### config.mk
export PLATFORM = sky130hd
export DESIGN_NAME = mac_sequencer
export DESIGN_NICKNAME = d
export VERILOG_FILES = /design/src/rtl/mlp_pkg.sv /design/src/rtl/vld_delay.sv /design/src/rtl/mac_sequencer.sv
export SDC_FILE = /design/constraint.sdc
export NUM_CORES = 1
export LEC_CHECK = 0
export ABC_AREA = 1
export CORE_AREA = 2 2 140 129
export CTS_BUF_LIST = sky130_fd_sc_hd__clkbuf_2
export CTS_CLUSTER_DIAMETER = 30
export DETAILED_ROUTE_END_ITERATION = 10
export DIE_AREA = 0 0 142 131
export GPL_TIMING_DRIVEN = 0
export PLACE_DENSITY = 0.71
export SYNTH_ARGS = -nofsm -noshare
export SYNTH_HDL_FRONTEND = slang
export SYNTH_HIERARCHICAL = 1
export SYNTH_SLANG_ARGS = --single-unit
### constraint.sdc
create_clock -name clk -period 3.4 [get_ports clk]
set_input_delay 0.85 -clock clk [delete_from_list [all_inputs] [get_ports clk]]
set_output_delay 0.85 -clock clk [all_outputs]
set_load 0.02 [all_outputs]
### src/rtl/mlp_pkg.sv
// Shared types and default widths for the MLP datapath.
// Holds the operand-sequencer state encoding and the DSP operand/result width defaults.
package mlp_pkg;

  localparam int MLP_XW    = 25;
  localparam int MLP_WW    = 18;
  localparam int MLP_DW    = 27;
  localparam int MLP_LEN_W = 10;
  localparam int MLP_NEU_W = 8;

  typedef enum logic [2:0] {
    IDLE,
    CLR,
    FETCH,
    DRAIN,
    RESULT
  } state_t;

endpackage

### src/rtl/vld_delay.sv
// Valid pipeline: delays the buffer read strobe to line up with returning read data.
// Latency DEPTH cycles; no backpressure; clears to 0 on reset.
module vld_delay #(
  parameter int DEPTH = 1
) (
  input  logic clk,
  input  logic rstn,
  input  logic din,
  output logic dout
);

  logic [DEPTH-1:0] sr;

  always_ff @(posedge clk or negedge rstn) begin
    if (!rstn) begin
      sr <= '0;
    end else begin
      sr[0] <= din;
      for (int i = 1; i < DEPTH; i++) begin
        sr[i] <= sr[i-1];
      end
    end
  end

  assign dout = sr[DEPTH-1];

endmodule

### src/rtl/mac_sequencer.sv
// Streams (x, w) operand pairs into the DSP MAC per neuron, flushes it and returns each sum.
// Per neuron: 1 clear + vec_len fetch + RAM_LAT+MAC_LAT drain cycles; holds the result while res_ready=0.
module mac_sequencer
  import mlp_pkg::*;
#(
  parameter int XW      = MLP_XW,
  parameter int WW      = MLP_WW,
  parameter int DW      = MLP_DW,
  parameter int LEN_W   = MLP_LEN_W,
  parameter int NEU_W   = MLP_NEU_W,
  parameter int RAM_LAT = 1,
  parameter int MAC_LAT = 2
) (
  input  logic                   clk,
  input  logic                   rstn,
  input  logic                   start,
  input  logic [LEN_W-1:0]       vec_len,
  input  logic [NEU_W-1:0]       num_neu,
  output logic                   busy,
  output logic                   done,
  output logic                   rd_en,
  output logic [LEN_W-1:0]       x_addr,
  output logic [LEN_W+NEU_W-1:0] w_addr,
  input  logic [XW-1:0]          x_rdata,
  input  logic [WW-1:0]          w_rdata,
  output logic                   mac_enable,
  output logic                   mac_clear,
  output logic [XW-1:0]          mac_xin,
  output logic [WW-1:0]          mac_win,
  input  logic [DW-1:0]          mac_dout,
  output logic                   res_valid,
  input  logic                   res_ready,
  output logic [DW-1:0]          res_data,
  output logic [NEU_W-1:0]       res_idx
);

  localparam int AW      = LEN_W + NEU_W;
  localparam int DRAIN_N = RAM_LAT + MAC_LAT;
  localparam int DCW     = $clog2(DRAIN_N + 1);

  state_t            state, state_nxt;
  logic [LEN_W-1:0]  len_q;
  logic [NEU_W-1:0]  neu_q;
  logic [LEN_W-1:0]  k;
  logic [NEU_W-1:0]  n;
  logic [AW-1:0]     w_base;
  logic [DCW-1:0]    dcnt;
  logic              op_vld;
  logic              fetch_last;
  logic              drain_last;
  logic              last_neu;
  logic              accept;
  logic              cfg_zero;

  // len_q and neu_q are nonzero whenever these compares matter (zero configs never leave IDLE).
  assign fetch_last = (k == len_q - LEN_W'(1));
  assign last_neu   = (n == neu_q - NEU_W'(1));
  assign drain_last = (dcnt == DCW'(DRAIN_N - 1));
  assign accept     = res_valid & res_ready;
  assign cfg_zero   = (vec_len == '0) || (num_neu == '0);

  vld_delay #(
    .DEPTH (RAM_LAT)
  ) u_vld_delay (
    .clk  (clk),
    .rstn (rstn),
    .din  (rd_en),
    .dout (op_vld)
  );

  always_ff @(posedge clk or negedge rstn) begin
    if (!rstn) begin
      state <= IDLE;
    end else begin
      state <= state_nxt;
    end
  end

  always_comb begin
    state_nxt  = state;
    busy       = 1'b1;
    rd_en      = 1'b0;
    mac_clear  = 1'b0;
    x_addr     = '0;
    w_addr     = '0;
    mac_enable = op_vld;
    mac_xin    = op_vld ? x_rdata : '0;
    mac_win    = op_vld ? w_rdata : '0;
    unique case (state)
      IDLE: begin
        busy = 1'b0;
        if (start && !cfg_zero) state_nxt = CLR;
      end
      CLR: begin
        mac_clear = 1'b1;
        state_nxt = FETCH;
      end
      FETCH: begin
        rd_en  = 1'b1;
        x_addr = k;
        w_addr = w_base + AW'(k);
        if (fetch_last) state_nxt = DRAIN;
      end
      DRAIN: begin
        // Zero operands keep the sum fixed while the DSP pipeline advances.
        mac_enable = 1'b1;
        if (drain_last) state_nxt = RESULT;
      end
      RESULT: begin
        if (accept) state_nxt = last_neu ? IDLE : CLR;
      end
      default: state_nxt = IDLE;
    endcase
  end

  always_ff @(posedge clk or negedge rstn) begin
    if (!rstn) begin
      len_q     <= '0;
      neu_q     <= '0;
      k         <= '0;
      n         <= '0;
      w_base    <= '0;
      dcnt      <= '0;
      done      <= 1'b0;
      res_valid <= 1'b0;
      res_data  <= '0;
      res_idx   <= '0;
    end else begin
      done <= 1'b0;
      unique case (state)
        IDLE: begin
          if (start) begin
            len_q  <= vec_len;
            neu_q  <= num_neu;
            n      <= '0;
            w_base <= '0;
            if (cfg_zero) done <= 1'b1;
          end
        end
        CLR: begin
          k    <= '0;
          dcnt <= '0;
        end
        FETCH: begin
          if (!fetch_last) k <= k + LEN_W'(1);
        end
        DRAIN: begin
          dcnt <= dcnt + DCW'(1);
          if (drain_last) begin
            res_data  <= mac_dout;
            res_idx   <= n;
            res_valid <= 1'b1;
          end
        end
        RESULT: begin
          if (accept) begin
            res_valid <= 1'b0;
            if (last_neu) begin
              done <= 1'b1;
            end else begin
              n      <= n + NEU_W'(1);
              w_base <= w_base + AW'(len_q);
            end
          end
        end
        default: ;
      endcase
    end
  end

endmodule
Word level (Yosys, flattened, before mapping)

Cells that the tools add are included.

Add/sub/neg operators: 7
Equal/unequal tests: 14
Muxes and demuxes: 33
Bitwise logic cells: 1
Reductions and logical operators: 16

Operators by type and width:

| kind                    | count |
|---|---|
| $mux W18                | 5 |
| $add A18 B10 Y18        | 2 |
| $pmux W18 S2            | 1 |
| $mux W25                | 1 |
| $mux W8                 | 3 |
| $mux W10                | 2 |
| $pmux W10 S2            | 1 |
| $pmux W8 S2             | 1 |
| $pmux W3 S5             | 1 |
| $ne A2 B2 Y1 const B    | 7 |
| $mux W3                 | 4 |
| $mux W1                 | 11 |
| $add A10 B1 Y10 const B | 1 |
| $eq A10 B10 Y1          | 1 |
| $logic_not A10 Y1       | 1 |
| $sub A10 B1 Y10 const B | 1 |
| $add A8 B1 Y8 const B   | 1 |
| $eq A8 B8 Y1            | 1 |
| $logic_not A8 Y1        | 1 |
| $reduce_and A4 Y1       | 2 |
| $reduce_bool A2 Y1      | 4 |
| $sub A8 B1 Y8 const B   | 1 |
| $eq A3 B2 Y1 const B    | 2 |
| $reduce_and A2 Y1       | 3 |
| other kinds (12)        | 13 |

Flip-flop bits (word level): 97
Word-level logic and storage cells: 83

Logic depth before layout (Yosys ltp)

Depth in word-level cells: 6
Gate-level depth with buffers: 15
Depth with buffers taken out: 15

Hierarchy

The synthesis kept the hierarchy.

By module, submodules not included:

| module        | instances | cells each | area each (µm²) | seq. area each (µm²) |
|---|---|---|---|---|
| mac_sequencer | 1         | 972        | 6726.5          | 2402.3 |
| vld_delay     | 1         | 1          | 25.0            | 25.0 |

Worst setup path before layout

No wires, ideal clock.

Path kind: reg2out
From: register k[0]
To: output port w_addr[14]
Arrival: 2.042 ns
Path slack: 0.508 ns
Stages on the path, launching flop included: 13
Cells stage by stage: dfrtp_1 -> ha_1 -> inv_1 -> fa_1 -> inv_1 -> nand3_1 -> nand2_1 -> nand3_1 -> nand2_1 -> nand3_1 -> nand2_1 -> nand2_1 -> a21oi_1

Longest elaborated chain between the ends: 2

RTL lines:

| what                   | line                 | text |
|---|---|---|
| from (decl)            | mac_sequencer.sv:44  | `logic [LEN_W-1:0] k;` |
| from (signal assigned) | mac_sequencer.sv:145 | `if (!fetch_last) k <= k + LEN_W'(1);` |
| $add A18 B10 Y18       | mac_sequencer.sv:101 | `w_addr = w_base + AW'(k);` |
| $mux W18               | mac_sequencer.sv:89  | `unique case (state)` |
| to (decl)              | mac_sequencer.sv:23  | `output logic [LEN_W+NEU_W-1:0] w_addr,` |

Every way passes these cells.

Final worst setup path

From: register w_base[0]
To: output port w_addr[14]

Longest elaborated chain between the ends: 2

RTL lines:

| what                   | line                 | text |
|---|---|---|
| from (decl)            | mac_sequencer.sv:46  | `logic [AW-1:0] w_base;` |
| from (signal assigned) | mac_sequencer.sv:162 | `w_base <= w_base + AW'(len_q);` |
| $add A18 B10 Y18       | mac_sequencer.sv:101 |  |
| $mux W18               | mac_sequencer.sv:89  |  |

Every way passes these cells.

==> impl_results.md <==
* Hold WC Path Type: input pin to asynchronous set/reset pin
* Largest net degree at the start of global routing at 56
* Leakage power at 4.758 nW
* Synth top area share at 35.95%
* Yosys top cell by area: dfrtp_1
* Clock-pin slew on the worst setup and hold paths at 300 ps
* Initial antenna violation count at 1
* Final cycle utilization of the critical path at 102.1%
* Routed Wire Length at 20140 microns
* Slowest CP cell: dfrtp_1
* R2r setup slk at 1070 ps
* Sink Count at 97
* Final Hold Fails at 0
* # IOs at 204
* Gr ovfl total at 0
* Root Buffer: clkbuf_2
* Vias in the first global route at 6323
* Post-synth ARST share at 100.0%
* Setup slack after layout at -70.15 ps
* First-pass GRT wire length at 31820 microns
* FF-to-FF path depth at 13
* Avg Inst Size Synth at 6.939 sq um
* Actual slew at the worst max-slew pin at 629.1 ps
* Final GP Congestion at 0.8870
* Critical Path End Type: primary output
* FILL cells at 1649
* H-tree levels at 3
* RR Endpoint: w_base[16]$_DFFE_PN0P_
* Buffers & Inverters on Critical Path at 3
* Cell count after synthesis at 973
* Layout cells sized above 1 at 14.29%
* CP top delay family: simple AND/OR/NAND/NOR gates
* Startpoint Class: flop
* Most common cell after layout, fill and taps aside: nand2_1
* Required @ worst endpoint at 2550 ps
* Critical-path cell list: ha_2 > inv_2 > fa_2 > inv_2 > nand3_2 > nand2_4 > nand3_2 > nand2_2 > nand3_2 > nand2_2 > nand2_2 > o21ai_1 > a21oi_1 > buf_4
* Ranking of synthesized cells by area: dfrtp_1 36%, nand2_1 17%, inv_1 7.6%, nor2_1 5.2%, nand3_1 4.9%
* Max cap viols at 0
* Main synth FF type: dfrtp_1
* Yosys reg bits at 97
* Critical path class: flop to primary output
* Register area share after synthesis at 35.95%
* GRT Overall Usage at 21.47%
* Final Max Slew Viols at 0
* CTS tree: built
* Die width at 142 microns
* Failing checks: negative setup slack
* Die Y at 131 microns
* Clock period minus worst slack at 3470 ps
* Final nets at 1332
* Crit path max fanout at 4
* Hpwl dp at 15640 microns
* Pre-Repair DR Iteration Count at 5
* Core ar. at 0.01721 sq mm
* Residual DRC count at 0
* Worst Path Arrival at 2620 ps
* YS warnings at 6
* 1st-iter DRT viols at 363
* Clock Path Buffers at 2
* Clock skew at 40.12 ps
* Reg2reg start: w_base[0]$_DFFE_PN0P_
* Clock Latency Late Sink at 640 ps
* Mapped Area at 0.006751 sq mm
* Num CTS Buffers at 9
* CTS Hold Bufs at 0
* CP peak stage delay at 460 ps
* Post-synth EDFFs at 0
* Hold slack final at 149.2 ps
* Via density at 4.882
* Synth unique cells at 37
* Area Growth Syn to Fin at 40.97%
* Initial Util at 39.23%
* Outcome: finished with violations
* DR vias at 7005
* Slew headroom at 57.74%
* Max VDD drop at 0.0003568 V
* Die area at 0.01860 sq mm
* Commonest cells after routing, fill and taps aside: 305 x nand2_1, 174 x clkdlybuf4s50_1, 134 x inv_1
* Max Freq at 288.2 MHz
* Syn_nets at 1092
* Detail Route Antenna Nets at 0
* Number of cell rows at 46
* WL/cell at 14.04 microns
* Setup TNS at -156.6 ps
* Finish-stage setup viols at 3
* Port Buffers at 203
* RSZ-0062 raised after global routing: true
* Pwr dens at 596.9 mW/mm^2
[sequential cells by signal, summed over array words and instances, names as in the netlist]
register / cells
res_data: 27
w_base: 18
k: 10
len_q: 10
n: 8
neu_q: 8
res_idx: 8
state: 3
dcnt: 2
done: 1
res_valid: 1
u_vld_delay/dout: 1
[kinds of logic (layout without fill, tap and decap cells)]
family / after synthesis / count (layout) / share of synthesized area (%)
AO/OA/AOI/OAI: 88 / 88 / 6.894
XOR/XNOR: 24 / 24 / 3.113
adder cells (fa/ha/maj): 27 / 27 / 5.226
buffers and inverters: 172 / 417 / 10.08
flip-flops: 97 / 97 / 35.95
multiplexers: 29 / 29 / 4.837
other: 0 / 1 / 0
AND/OR/NAND/NOR: 536 / 536 / 33.90
[worst max path at each step]
stage,startpoint,end,depth (start not counted)
final,w_base[0]$_DFFE_PN0P_,w_addr[14],14
after global placement,rstn,res_data[14]$_DFFE_PN0P_,1
after CTS,w_base[0]$_DFFE_PN0P_,w_addr[14],14
after detailed placement,k[2]$_DFFE_PN0P_,w_addr[15],11
after global routing,w_base[0]$_DFFE_PN0P_,w_addr[14],14
after floorplan,k[0]$_DFFE_PN0P_,w_addr[14],12
[routing by layer]
| layer | global-route usage, % | routed length [microns] | part of all wire, % | vias up |
|---|---|---|---|---|
| li1 | - | - | - | 3573 |
| met1 | 31.55 | 9838 | 49 | 3259 |
| met2 | 33.73 | 9266 | 46 | 156 |
| met3 | 2.187 | 792 | 3.9 | 17 |
| met4 | 6.118 | 246 | 1.2 | 0 |
| met5 | 0 | 0 | 0 | - |
[through the flow]
step	utilization [%]	instances	setup slack, ps	total power [mW]	cell area (sq um)
floorplan	-	973	507.6	3.752	6751
detailed placement	52.76	1393	-174.9	5.082	9079
global placement	52.61	1392	-2236	5.032	9054
global route	55.31	1435	-195.9	6.141	9518
finish	55.31	1435	-70.15	5.681	9518
CTS	54.53	1424	-124.6	5.672	9384
[synthesized netlist by cell type (all sizes together) (9+ instances only)]
master / number
dfrtp: 97
a21oi: 32
ha: 25
nand3: 68
nor2: 104
nand4: 27
buf: 16
xor2: 18
clkbuf: 12
nor3: 9
mux2: 29
inv: 143
nand2: 316
o21ai: 46
[layout make-up]
| class | count | area [sq um] | area share [%] |
|---|---|---|---|
| tap | 216 | 270.3 | 2.839 |
| timing repair buffer | 229 | 2186 | 22.97 |
| antenna | 1 | 2.502 | 0.02629 |
| clock buffer | 9 | 45.04 | 0.4732 |
| sequential | 97 | 2442 | 25.66 |
| inverter | 144 | 544.3 | 5.718 |
| buffer | 28 | 152.6 | 1.604 |
| multi-input combinational | 704 | 3820 | 40.13 |
| clock inverter | 7 | 55.05 | 0.5784 |
[repair_timing]
item | CTS | global route
cloned | 0 | 0
buffers inserted | 15 | 10
setup endpoints to repair | 32 | 49
gates resized for setup | 114 | 34
pin swaps | 11 | 7
[where the power goes]
group          internal (mW)  switching (mW)  leakage (nW)
registers               1.47           0.291          1.23
logic                   1.41            1.97          3.47
clock network          0.104           0.434        0.0594
[worst register-to-register path, stage by stage (launching register included)]
cell and delay (ps):
dfrtp_1 460, buf_4 130, ha_1 150, inv_1 50, fa_1 420, o21ai_0 370
nand2_1 130, nand3_1 160, nand2_1 70, nand2_1 60, nand2_1 50, nor2_1 80
nand3_1 80, nand2_1 80
Note: power is estimated with default switching activity, not from simulation.
